### config.mk
export PLATFORM = sky130hd
export DESIGN_NAME = halt_controller
export DESIGN_NICKNAME = d
export VERILOG_FILES = /design/src/rtl/halt_pkg.sv /design/src/rtl/halt_controller.sv
export SDC_FILE = /design/constraint.sdc
export NUM_CORES = 1
export LEC_CHECK = 0
export BUFFER_PORTS_ARGS = -buffer_cell sky130_fd_sc_hd__buf_2
export CAP_MARGIN = 5
export CORE_ASPECT_RATIO = 2
export CORE_MARGIN = 3
export CORE_UTILIZATION = 42
export DETAILED_ROUTE_END_ITERATION = 6
export GPL_TIMING_DRIVEN = 0
export PLACE_DENSITY_LB_ADDON = 0.05
export SLEW_MARGIN = 0
export SYNTH_ARGS = -nofsm -noshare
export SYNTH_HDL_FRONTEND = slang
export SYNTH_SLANG_ARGS = --single-unit
export TNS_END_PERCENT = 5
### constraint.sdc
create_clock -name clk -period 1.8 [get_ports clk]
set_clock_uncertainty 0.15 [all_clocks]
set_input_delay 0 -clock clk [delete_from_list [all_inputs] [get_ports clk]]
set_output_delay 0 -clock clk [all_outputs]
set_load 0.01 [all_outputs]
### src/rtl/halt_pkg.sv
// ---------------------------------------------------------------------------
// halt_pkg
// Shared types and constants for the halt controller.
//   halt_state_e        : controller state encoding
//   HALT_INSTR_DEFAULT  : instruction word recognised as HALT
//   DRAIN_CNT_W         : width of the drain counter (DRAIN_CYCLES up to 15)
// ---------------------------------------------------------------------------
package halt_pkg;

    typedef enum logic [1:0] {
        HC_RUN     = 2'd0,
        HC_DRAIN   = 2'd1,
        HC_HALTED  = 2'd2,
        HC_RESTART = 2'd3
    } halt_state_e;

    localparam logic [31:0] HALT_INSTR_DEFAULT = 32'hFFFF_FFFF;
    localparam int          DRAIN_CNT_W        = 4;

endpackage : halt_pkg

### src/rtl/halt_controller.sv
// ---------------------------------------------------------------------------
// halt_controller
// Stops the pipeline when a HALT encoding is accepted in ID, waits for the
// older instructions in EX/MEM/WB to retire, reports a stable halted state
// with the HALT PC, and restarts fetch at halt_pc+4 on resume.  Its stall and
// flush outputs are ORed with the hazard unit's IF/ID controls.
//
// Optional feature macro: HALT_SINGLE_STEP_EN
//   Adds a 'step' input.  From HALTED, step restarts the core for exactly one
//   instruction, which executes normally and then halts again at its PC.
//
// Ports
//   clk            in   1     system clock, rising edge
//   rst_n          in   1     asynchronous active-low reset
//   id_instr       in   XLEN  instruction in ID
//   id_pc          in   XLEN  PC of the instruction in ID
//   id_valid       in   1     ID holds a real instruction
//   id_stall       in   1     hazard unit holds ID this cycle
//   ex_flush       in   1     taken branch/jump redirect from EX this cycle
//   resume         in   1     single-cycle restart request
//   step           in   1     single-step request (HALT_SINGLE_STEP_EN only)
//   stall_fetch    out  1     hold PC and IF/ID register
//   flush_id       out  1     turn the ID slot into a bubble
//   halted         out  1     pipeline empty and stopped
//   halt_pc        out  XLEN  PC of HALT while halted, else 0
//   redirect_valid out  1     load PC from redirect_pc this cycle
//   redirect_pc    out  XLEN  restart address, 0 when redirect_valid=0
// ---------------------------------------------------------------------------
module halt_controller
    import halt_pkg::*;
#(
    parameter int              XLEN         = 32,
    parameter logic [XLEN-1:0] HALT_INSTR   = XLEN'(HALT_INSTR_DEFAULT),
    parameter int              DRAIN_CYCLES = 3
) (
    input  logic            clk,
    input  logic            rst_n,
    input  logic [XLEN-1:0] id_instr,
    input  logic [XLEN-1:0] id_pc,
    input  logic            id_valid,
    input  logic            id_stall,
    input  logic            ex_flush,
    input  logic            resume,
`ifdef HALT_SINGLE_STEP_EN
    input  logic            step,
`endif
    output logic            stall_fetch,
    output logic            flush_id,
    output logic            halted,
    output logic [XLEN-1:0] halt_pc,
    output logic            redirect_valid,
    output logic [XLEN-1:0] redirect_pc
);

    halt_state_e            state_q, state_d;
    logic [DRAIN_CNT_W-1:0] drain_cnt_q, drain_cnt_d;
    logic [XLEN-1:0]        halt_pc_q, halt_pc_d;
    logic                   step_pending_q, step_pending_d;

    logic                   id_accept;
    logic                   detect;
    logic                   step_hit;

    // An instruction is "accepted" in ID only when it will actually advance:
    // a stalled slot is seen again next cycle, and a slot being flushed by an
    // older branch is wrong-path.  This gives one detection per HALT.
    assign id_accept = (state_q == HC_RUN) & id_valid & ~id_stall & ~ex_flush;
    assign detect    = id_accept & (id_instr == HALT_INSTR);
    assign step_hit  = id_accept & step_pending_q;

    always_ff @(posedge clk or negedge rst_n) begin
        if (!rst_n) begin
            state_q        <= HC_RUN;
            drain_cnt_q    <= '0;
            halt_pc_q      <= '0;
            step_pending_q <= 1'b0;
        end else begin
            state_q        <= state_d;
            drain_cnt_q    <= drain_cnt_d;
            halt_pc_q      <= halt_pc_d;
            step_pending_q <= step_pending_d;
        end
    end

    always_comb begin
        state_d        = state_q;
        drain_cnt_d    = drain_cnt_q;
        halt_pc_d      = halt_pc_q;
        step_pending_d = step_pending_q;
        stall_fetch    = 1'b0;
        flush_id       = 1'b0;
        halted         = 1'b0;
        halt_pc        = '0;
        redirect_valid = 1'b0;
        redirect_pc    = '0;

        unique case (state_q)
            HC_RUN: begin
                if (detect) begin
                    // HALT is squashed in ID so it never reaches EX; a stepped
                    // HALT is just a HALT, so any pending step is consumed.
                    state_d        = HC_DRAIN;
                    halt_pc_d      = id_pc;
                    drain_cnt_d    = DRAIN_CNT_W'(DRAIN_CYCLES);
                    stall_fetch    = 1'b1;
                    flush_id       = 1'b1;
                    step_pending_d = 1'b0;
                end else if (step_hit) begin
                    // The stepped instruction proceeds; only fetch is frozen
                    // behind it, then it drains like a HALT would.
                    state_d        = HC_DRAIN;
                    halt_pc_d      = id_pc;
                    drain_cnt_d    = DRAIN_CNT_W'(DRAIN_CYCLES);
                    stall_fetch    = 1'b1;
                    step_pending_d = 1'b0;
                end
            end

            HC_DRAIN: begin
                flush_id = 1'b1;
                if (ex_flush) begin
                    // An older branch was taken: the HALT was wrong-path.
                    // Release fetch so the EX redirect takes effect now.
                    state_d     = HC_RUN;
                    halt_pc_d   = '0;
                    drain_cnt_d = '0;
                end else begin
                    stall_fetch = 1'b1;
                    if (drain_cnt_q == DRAIN_CNT_W'(1)) begin
                        state_d     = HC_HALTED;
                        drain_cnt_d = '0;
                    end else begin
                        drain_cnt_d = drain_cnt_q - DRAIN_CNT_W'(1);
                    end
                end
            end

            HC_HALTED: begin
                stall_fetch = 1'b1;
                flush_id    = 1'b1;
                halted      = 1'b1;
                halt_pc     = halt_pc_q;
                if (resume) begin
                    state_d = HC_RESTART;
                end
`ifdef HALT_SINGLE_STEP_EN
                else if (step) begin
                    state_d        = HC_RESTART;
                    step_pending_d = 1'b1;
                end
`endif
            end

            HC_RESTART: begin
                // Addition wraps modulo 2^XLEN by construction.
                redirect_valid = 1'b1;
                redirect_pc    = halt_pc_q + XLEN'(4);
                flush_id       = 1'b1;
                halt_pc_d      = '0;
                state_d        = HC_RUN;
            end

            default: begin
                state_d = HC_RUN;
            end
        endcase
    end

endmodule : halt_controller

# Yosys cells after proc, flatten, opt, wreduce, memory -nomap -nowiden
# Index checks and enable logic that the tools add are counted.
# Widths: inputs -> output; s select.
# word_totals
ff_bits	39
latch_bits	0
ram_bits	0
romBits	0
inputBits	70
word_cells	58
n_memories	0
# classes
addsub	2
mul	0
n_div	0
n_lt_le_gt_ge	0
n_eq_ne	9
shift	0
n_mux	27
bitwise	7
n_reduce_logical	9
# op_table
op	n
$mux 32	5
$pmux 32 s3	1
$add 32x3->32 const B	1
$eq 32x32->1 const B	1
$mux 4	4
$mux 2	5
$mux 1	8
$pmux 2 s4	1
$pmux 4 s2	1
$ne 3x3->1 const B	2
$reduce_and 3->1	2
$and 1x1->1	5
$eq 2x2->1 const B	2
$eq 4x1->1 const B	1
$ne 2x2->1 const B	2
$reduce_and 2->1	2
$reduce_bool 2->1	2
$sub 4x1->4 const B	1
$pmux 1 s3	1
$reduce_bool 3->1	1
$reduce_or 3->1	1
$eq 2x1->1 const B	1
$logic_not 2->1	1
$not 1->1	2
$pmux 1 s2	1

# Longest topological paths before layout
# Gate-level depths: netlist of run 1.
# logic_depth
word_depth	8
ltp_mapped	7
ltp_nobuf	5

# Worst setup path before layout of run 1
# No wires, ideal clock.
# synth_path
path_type	reg-to-reg
start	reg state_q[0]
end	reg halt_pc_q[0]
t_arrival_ns	1.717
path_slack_ns	-0.189
stages_incl_launch_ff	6
synth_period_minus_slack_ns	1.989
cell_sequence	dfrtp_1 -> nand4b_1 -> or4_4 -> nor4_4 -> buf_6 -> o2bb2ai_1
# synth_between
elab_chain_cells	7
elab_cells_between_ends	14
cone_classes	4 x eq/ne; 2 x mux; 5 x bitwise; 3 x reduce/logical
# synth_rtl
item	line_no	source
from (decl)	halt_controller.sv:55	halt_state_e state_q, state_d;
from (signal assigned)	halt_controller.sv:78	state_q <= state_d;
$logic_not 2->1	halt_controller.sv:67, halt_controller.sv:97	
$and 1x1->1 (3 in a row)	halt_controller.sv:67	assign id_accept = (state_q == HC_RUN) & id_valid & ~id_stall & ~ex_flush;
$and 1x1->1 (on tied branches)	halt_controller.sv:68, halt_controller.sv:69	
$ne 3x3->1 (no line) or $mux 32 (tied branches)	-	
$reduce_and 3->1 (no line) or $pmux 32 s3 (tied branches)	-	
to (signal assigned)	halt_controller.sv:80	halt_pc_q <= halt_pc_d;
to (decl)	halt_controller.sv:57	logic [XLEN-1:0] halt_pc_q, halt_pc_d;
# Several ways; a longest one is shown, not always the timed one.
# A chain may end at the register's enable or synchronous reset.

# Final worst setup path of run 1
# layout_path
start	reg halt_pc_q[7]
end	out redirect_pc[23]
# layout_between
elab_chain_cells	2
# layout_rtl
item	line_no	source
$add 32x3->32	halt_controller.sv:157	redirect_pc = halt_pc_q + XLEN'(4);
$mux 32	halt_controller.sv:97	unique case (state_q)
to (decl)	halt_controller.sv:52	output logic [XLEN-1:0] redirect_pc
# Every way passes these cells.

==> results by group, run 1 <==
Synthesis
  – Number of synthesized flops with an enable pin: 0
  – Net count of the mapped netlist: 398
  – Top-area cell type share of the netlist area: 35.1%
  – Total of flip-flops plus latches after synthesis: 38
  – Most common flop cell mapped by yosys: sky130_fd_sc_hd__dfrtp_1
  – Avg Synthesized Cell Area: 8.34 um2
  – Yosys warns: 0
  – Portion of the post-synthesis area used by sequential elements: 35.1%
  – Biggest area contributors in the synthesized netlist: sky130_fd_sc_hd__dfrtp_1, sky130_fd_sc_hd__o2bb2ai_1, sky130_fd_sc_hd__and2_1, sky130_fd_sc_hd__nand2_1, sky130_fd_sc_hd__nand4_1
  – Share of synthesized registers carrying an async set or reset: 100%
  – Number of unique standard cell types used by synthesis: 39
  – Cell taking the most area after synthesis: sky130_fd_sc_hd__dfrtp_1
  – Synthesized instance count: 325
  – Cell area after synthesis: 0.00271 mm2

Hold path
  – Worst min-delay path class: in2reg

Drt
  – Antenna-violating nets left: 0
  – Total vias in the final route: 3186
  – Detailed Route Iter0 Violations: 180
  – DRC Markers: 0
  – Length of the first detailed-routing pass in iterations: 4
  – Routed wire length: 9.40 mm
  – Routed len/inst: 15.6 um
  – Vias per cell: 5.27

Clock network
  – TritonCTS clock tree: built
  – Worst skew pair latency: 0.28 ns
  – Clk buf depth: 2
  – H-tree depth reported by CTS: 2
  – Post-CTS clock slew at the launch and capture registers of the worst setup and hold paths: 0.06 ns
  – CTS Root Buffer Type: sky130_fd_sc_hd__clkbuf_16
  – Clock sink count: 38
  – Clock buffers created by TritonCTS: 5

Cells and area
  – Final instance area: 0.00438 mm2
  – Proportion of layout cells with a drive suffix above 1: 44.4%
  – Ant. Diodes: 0
  – Signed area change from the synthesized netlist to the final layout: 61.4%
  – Post-layout net count: 592
  – Fin util: 71.1%

Power
  – Peak supply drop: 663 uV
  – NetSw: 854 uW
  – Net switching fraction of the power: 31.2%
  – Part of the power in combinational logic: 27.7%
  – Cell-internal power: 1880 uW
  – Share of total power in the clock network: 36.0%
  – Cell leakage power: 0.00200 uW
  – Total power density per cell area: 626 mW/mm2
  – Sequential share of power: 36.4%

Critical path
  – Critical path start-end classification: reg2out
  – Category of the worst setup path capture point: output pin
  – Data arrival time of the critical path: 2.11 ns
  – Largest driver fanout on the critical path: 6
  – Startpoint type of the worst setup path: flip-flop
  – Required time at the endpoint of the critical path: 1.65 ns

Die
  – Horizontal die dimension: 62.8 um
  – Total I/O pin count: 138
  – Vertical extent of the die: 120 um
  – Effective utilization at floorplan: 44.0%
  – Total die area: 0.00751 mm2
  – Core region area: 0.00616 mm2
  – Std-Cell Rows: 40

Run status
  – Failing checks: negative setup slack
  – Run status: finished, violations left

Global routing
  – Gr usage total: 24.8%
  – Maximum number of pins on one net before global-route repair: 39
  – Via count of the first global-routing pass: 3155
  – First-pass GRT wire length: 15.2 mm
  – Remaining global-route overflow: 0
  – Number of antenna violations at the first check in global routing: 0

STA
  – Relative max-transition margin: 41.6%
  – Setup violation total in the final timing report: 56
  – Final Max Slew Viols: 0
  – Min setup slack post-route: -0.457 ns
  – Crit share post-route: 125%
  – Slew at the pin closest to its max-slew limit: 0.876 ns
  – Final hold slack: 0.0394 ns
  – Maximum achievable frequency: 443 MHz
  – Min Tclk post-route: 2.26 ns
  – Number of hold-slack violations in the final timing report: 0
  – RSZ-0062 raised after global routing: true

Placement
  – Last weighted congestion value of the routability-driven placer: 0.862
  – Area of placed instances: 0.00360 mm2
  – Post-detail-place hpwl: 6.95 mm
  – Number of buffer cells added on primary ports: 137

Job
  – Count of maximum capacitance violations: 0
[routing by layer]
layer  part of all wire, %  up-vias  GRT usage [%]
li1                      -     1565              -
met1                    36     1481           26.3
met2                    56      112           47.2
met3                   4.5       28           2.81
met4                   4.3        0           11.8
met5                     0        -              0
[Yosys cell counts, types with 2 or more instances]
| cell type | instances |
|---|---|
| sky130_fd_sc_hd__or2_2 | 2 |
| sky130_fd_sc_hd__buf_6 | 4 |
| sky130_fd_sc_hd__o21ai_0 | 12 |
| sky130_fd_sc_hd__ha_1 | 3 |
| sky130_fd_sc_hd__inv_1 | 6 |
| sky130_fd_sc_hd__mux2i_1 | 2 |
| sky130_fd_sc_hd__nand2b_1 | 4 |
| sky130_fd_sc_hd__and2_1 | 31 |
| sky130_fd_sc_hd__o31ai_1 | 7 |
| sky130_fd_sc_hd__buf_2 | 5 |
| sky130_fd_sc_hd__nand4_1 | 14 |
| sky130_fd_sc_hd__xor2_1 | 7 |
| sky130_fd_sc_hd__a211o_1 | 2 |
| sky130_fd_sc_hd__and4_1 | 5 |
| sky130_fd_sc_hd__a21oi_1 | 14 |
| sky130_fd_sc_hd__and3_1 | 4 |
| sky130_fd_sc_hd__nand3_1 | 11 |
| sky130_fd_sc_hd__or4_1 | 7 |
| sky130_fd_sc_hd__o2bb2ai_1 | 32 |
| sky130_fd_sc_hd__nor2b_1 | 2 |
| sky130_fd_sc_hd__or3_1 | 11 |
| sky130_fd_sc_hd__nor2_1 | 18 |
| sky130_fd_sc_hd__nor4_1 | 4 |
| sky130_fd_sc_hd__o21ai_1 | 2 |
| sky130_fd_sc_hd__nand2_1 | 46 |
| sky130_fd_sc_hd__nor3_1 | 4 |
| sky130_fd_sc_hd__nand4b_1 | 2 |
| sky130_fd_sc_hd__clkbuf_1 | 12 |
| sky130_fd_sc_hd__xnor2_1 | 5 |
| sky130_fd_sc_hd__dfrtp_1 | 38 |
[cell families after synthesis]
| logic type | share of synthesized area [%] |
|---|---|
| AOI/OAI and AO/OA | 19.0 |
| muxes | 0.739 |
| DFF | 35.1 |
| xor gates and xnor gates | 3.88 |
| and+or+nand+nor | 34.4 |
| buffers and inverters | 5.54 |
| adders and majority gates | 1.39 |
[registers in the layout (all words and copies together) (netlist names), named ones only]
register	count
drain_cnt_q	4
halt_pc_q	32
state_q	1
[power groups by stage]
stage	logic [uW]	clock network, uW	registers (uW)
3_5_place_dp	627	0	998
4_1_cts	747	1000	991
5_1_grt	839	1040	1010
6_report	757	985	995
2_1_floorplan	367	0	975
3_3_place_gp	617	0	995
[through the flow]
step | power [uW] | TNS (ns) | std cells | setup WS (ns)
final | 2740 | -13.52 | 604 | -0.457
after global routing | 2890 | -18.19 | 604 | -0.548
after global placement | 1610 | -13.65 | 546 | -0.414
after detailed placement | 1630 | -14.70 | 546 | -0.412
after floorplan | 1340 | -1.40 | 325 | -0.0506
after CTS | 2740 | -15.23 | 598 | -0.501
[worst paths after layout]
check,from,end,slack (ns),cells after the start
max,halt_pc_q[7],redirect_pc[23],-0.46,7
min,ex_flush,halt_pc_q[16],0.04,4
max reg2reg,state_q[0],halt_pc_q[21],-0.24,5
min reg2reg,drain_cnt_q[1],drain_cnt_q[1],0.39,1
max in group asynchronous,rst_n,halt_pc_q[20],0.66,2
min in group asynchronous,rst_n,drain_cnt_q[2],0.23,2
[critical path, stage by stage, from the launching register on]
cell and delay (ns):
sky130_fd_sc_hd__dfrtp_1 0.36, sky130_fd_sc_hd__buf_8 0.11, sky130_fd_sc_hd__nand4_1 0.11, sky130_fd_sc_hd__or3_4 0.43, sky130_fd_sc_hd__buf_6 0.14, sky130_fd_sc_hd__or4_4 0.42
sky130_fd_sc_hd__a21oi_4 0.12, sky130_fd_sc_hd__buf_2 0.13
[what timing repair did]
item                                    CTS  global route
pin swaps                                 9            14
buffers inserted                          9             7
gates cloned                              1             1
gates resized for setup                  32            26
hold endpoints to repair                 75             0
hold buffers                             35             0
endpoints found under the setup margin   97            83
[placed cells by master (no fill, tap or decap), types with 10 or more instances in the layout]
| cell | instances |
|---|---|
| sky130_fd_sc_hd__and2_1 | 31 |
| sky130_fd_sc_hd__buf_2 | 139 |
| sky130_fd_sc_hd__buf_4 | 16 |
| sky130_fd_sc_hd__dfrtp_1 | 24 |
| sky130_fd_sc_hd__dfrtp_2 | 14 |
| sky130_fd_sc_hd__dlygate4sd3_1 | 35 |
| sky130_fd_sc_hd__nand2_1 | 43 |
| sky130_fd_sc_hd__nand3_1 | 11 |
| sky130_fd_sc_hd__nand4_1 | 14 |
| sky130_fd_sc_hd__nor2_1 | 18 |
| sky130_fd_sc_hd__o21ai_0 | 10 |
| sky130_fd_sc_hd__o2bb2ai_1 | 30 |
[final cells by class]
class                   instances  area (um2)
fillers                       512        1780
well taps                      84         105
clock inverters                 3        40.0
flip-flops and latches         38         968
repair buffers                190        1170
multi-input cells             258        1770
clock buffers                   5         125
inverters                       6        22.5
plain buffers                  20         169
(Power assumes the default switching activity.)
==> inputs of run 2 (changes only) <==
==> constraint.sdc (replaced) <==
create_clock -name clk -period 1.8 [get_ports clk]
set_clock_uncertainty 0.15 [all_clocks]
set_input_delay 0.36 -clock clk [delete_from_list [all_inputs] [get_ports clk]]
set_output_delay 0.36 -clock clk [all_outputs]
set_load 0.01 [all_outputs]
==> results by group, run 2 (synthesis results as in run 1) <==
Cells and area
  – Ant. Diodes: 0
  – Largest registers: halt_pc_q: 32 flops, drain_cnt_q: 4 flops, state_q: 1 flops
  – Top library cells by usage in the layout, fill and taps aside: sky130_fd_sc_hd__buf_2, sky130_fd_sc_hd__nand2_1, sky130_fd_sc_hd__o2bb2ai_1
  – Proportion of layout cells with a drive suffix above 1: 48.5%
  – Non-filler instance count after layout: 569
  – Register ranked first by flip-flop count: halt_pc_q
  – Leading cell type in the layout, fill and taps excluded: sky130_fd_sc_hd__buf_2
  – Reg area: 965 um2
  – Post-layout net count: 557
  – Max FFs per register: 32
  – Number of fill cells in the layout: 558
  – Combined area of the multi-input logic cells: 0.00180 mm2
  – Signed area change from the synthesized netlist to the final layout: 53.0%

Die
  – Total I/O pin count: 138
  – Core region area: 0.00616 mm2
  – Std-Cell Rows: 40
  – Total die area: 0.00751 mm2
  – Effective utilization at floorplan: 44.0%
  – Vertical extent of the die: 120 um
  – Horizontal die dimension: 62.8 um

Global routing
  – Maximum number of pins on one net before global-route repair: 39
  – Gr usage total: 25.0%
  – Met3 Track Usage GR: 3.65%
  – Met1 usage in global routing: 25.9%
  – Global-route layer with the greatest usage: met2
  – First-pass GRT wire length: 14.9 mm
  – Via count of the first global-routing pass: 3125
  – Met2 capacity usage during global routing: 49.4%
  – Remaining global-route overflow: 0
  – Number of antenna violations at the first check in global routing: 0

Power
  – Peak supply drop: 745 uV
  – Total power density per cell area: 670 mW/mm2
  – Cell leakage power: 0.00191 uW

Critical path
  – Category of the worst setup path capture point: output pin
  – Critical path start-end classification: reg2out
  – Required time at the endpoint of the critical path: 1.29 ns
  – Startpoint type of the worst setup path: flip-flop
  – Largest driver fanout on the critical path: 7
  – Data arrival time of the critical path: 2.12 ns

STA
  – Relative max-transition margin: 41.3%
  – Setup violation total in the final timing report: 99
  – RSZ-0062 raised after global routing: true
  – Min setup slack post-route: -0.832 ns
  – Final Max Slew Viols: 0
  – Slew at the pin closest to its max-slew limit: 0.881 ns
  – Min Tclk post-route: 2.63 ns
  – Maximum achievable frequency: 380 MHz
  – Crit share post-route: 146%
  – Number of hold-slack violations in the final timing report: 0

Placement
  – Post-Place Worst Slack: -0.834 ns
  – Post-detail-place hpwl: 7.11 mm
  – Last weighted congestion value of the routability-driven placer: 0.867
  – Total instance count after detailed placement: 546
  – Number of buffer cells added on primary ports: 137

Drt
  – Routed wire length: 9.34 mm
  – Antenna-violating nets left: 0
  – Total vias in the final route: 3071
  – Length of the first detailed-routing pass in iterations: 4
  – Vias per cell: 5.40
  – Detailed Route Iter0 Violations: 148
  – DRC Markers: 0
  – Routed len/inst: 16.4 um

Hold path
  – Worst min-delay path class: in2async

Run status
  – Run status: finished, violations left
  – Failing checks: negative setup slack

Clock network
  – H-tree depth reported by CTS: 2
  – TritonCTS clock tree: built
  – Worst skew pair latency: 0.28 ns
  – Clock sink count: 38
  – Clock buffers created by TritonCTS: 5
  – Post-CTS Hold Fix Bufs: 0
  – CTS Root Buffer Type: sky130_fd_sc_hd__clkbuf_16
  – Post-CTS clock slew at the launch and capture registers of the worst setup and hold paths: 0.06 ns
  – Clk buf depth: 2

Job
  – Count of maximum capacitance violations: 0
[run 2: repair_timing]
| item | 4_1_cts | 5_1_grt |
|---|---|---|
| gates cloned | 1 | 0 |
| resized for setup | 52 | 35 |
| buffers inserted | 12 | 5 |
| pin swaps | 16 | 8 |
| endpoints found under the setup margin | 103 | 102 |
[run 2: layer usage]
layer	vias up	wire, um
li1	1499	-
met3	13	344
met5	-	0
met1	1466	3360
met4	0	161
met2	93	5470
[run 2: worst max-delay path: stages (launching register included)]
cell and delay, ns:
sky130_fd_sc_hd__dfrtp_2 0.43, sky130_fd_sc_hd__nand3_4 0.13, sky130_fd_sc_hd__or3_4 0.44, sky130_fd_sc_hd__buf_6 0.15, sky130_fd_sc_hd__or4_4 0.43, sky130_fd_sc_hd__a21oi_4 0.14, sky130_fd_sc_hd__buf_6 0.11
[run 2: final timing paths]
| kind | start | to | slack [ns] | cells after the start |
|---|---|---|---|---|
| setup reg to reg | state_q[0] | halt_pc_q[9] | -0.24 | 5 |
| min in group clk | id_pc[12] | halt_pc_q[12] | 0.13 | 2 |
| setup / recovery | halt_pc_q[5] | redirect_pc[25] | -0.83 | 6 |
| max in group asynchronous | rst_n | halt_pc_q[20] | 0.84 | 1 |
| hold reg to reg | halt_pc_q[1] | halt_pc_q[1] | 0.39 | 2 |
| hold / removal | rst_n | halt_pc_q[0] | 0.04 | 1 |
[run 2: area by class of cell]
| cell class | count | area share [%] |
|---|---|---|
| multi-input combinational | 258 | 43.3 |
| sequential | 38 | 23.3 |
| timing repair buffer | 155 | 21.5 |
| buffer | 20 | 4.71 |
| clock buffer | 5 | 3.02 |
| tap | 84 | 2.53 |
| clock inverter | 3 | 0.965 |
| inverter | 6 | 0.664 |
[run 2: power breakdown]
part	switching [uW]	internal (uW)
registers	85.7	910
logic	453	328
clock network	355	648
[run 2: per-stage QoR]
step | util, % | hold WS [ns] | total power, uW | setup TNS (ns) | area (um2)
2_1_floorplan | - | -0.0856 | 1340 | -11.92 | 2790
3_3_place_gp | 58.2 | 0.377 | 1610 | -35.34 | 3580
3_5_place_dp | 58.2 | 0.373 | 1630 | -36.35 | 3580
4_1_cts | 65.1 | 0.0727 | 2750 | -32.07 | 4010
5_1_grt | 67.4 | 0.0979 | 2920 | -35.81 | 4150
6_report | 67.4 | 0.0432 | 2780 | -27.77 | 4150
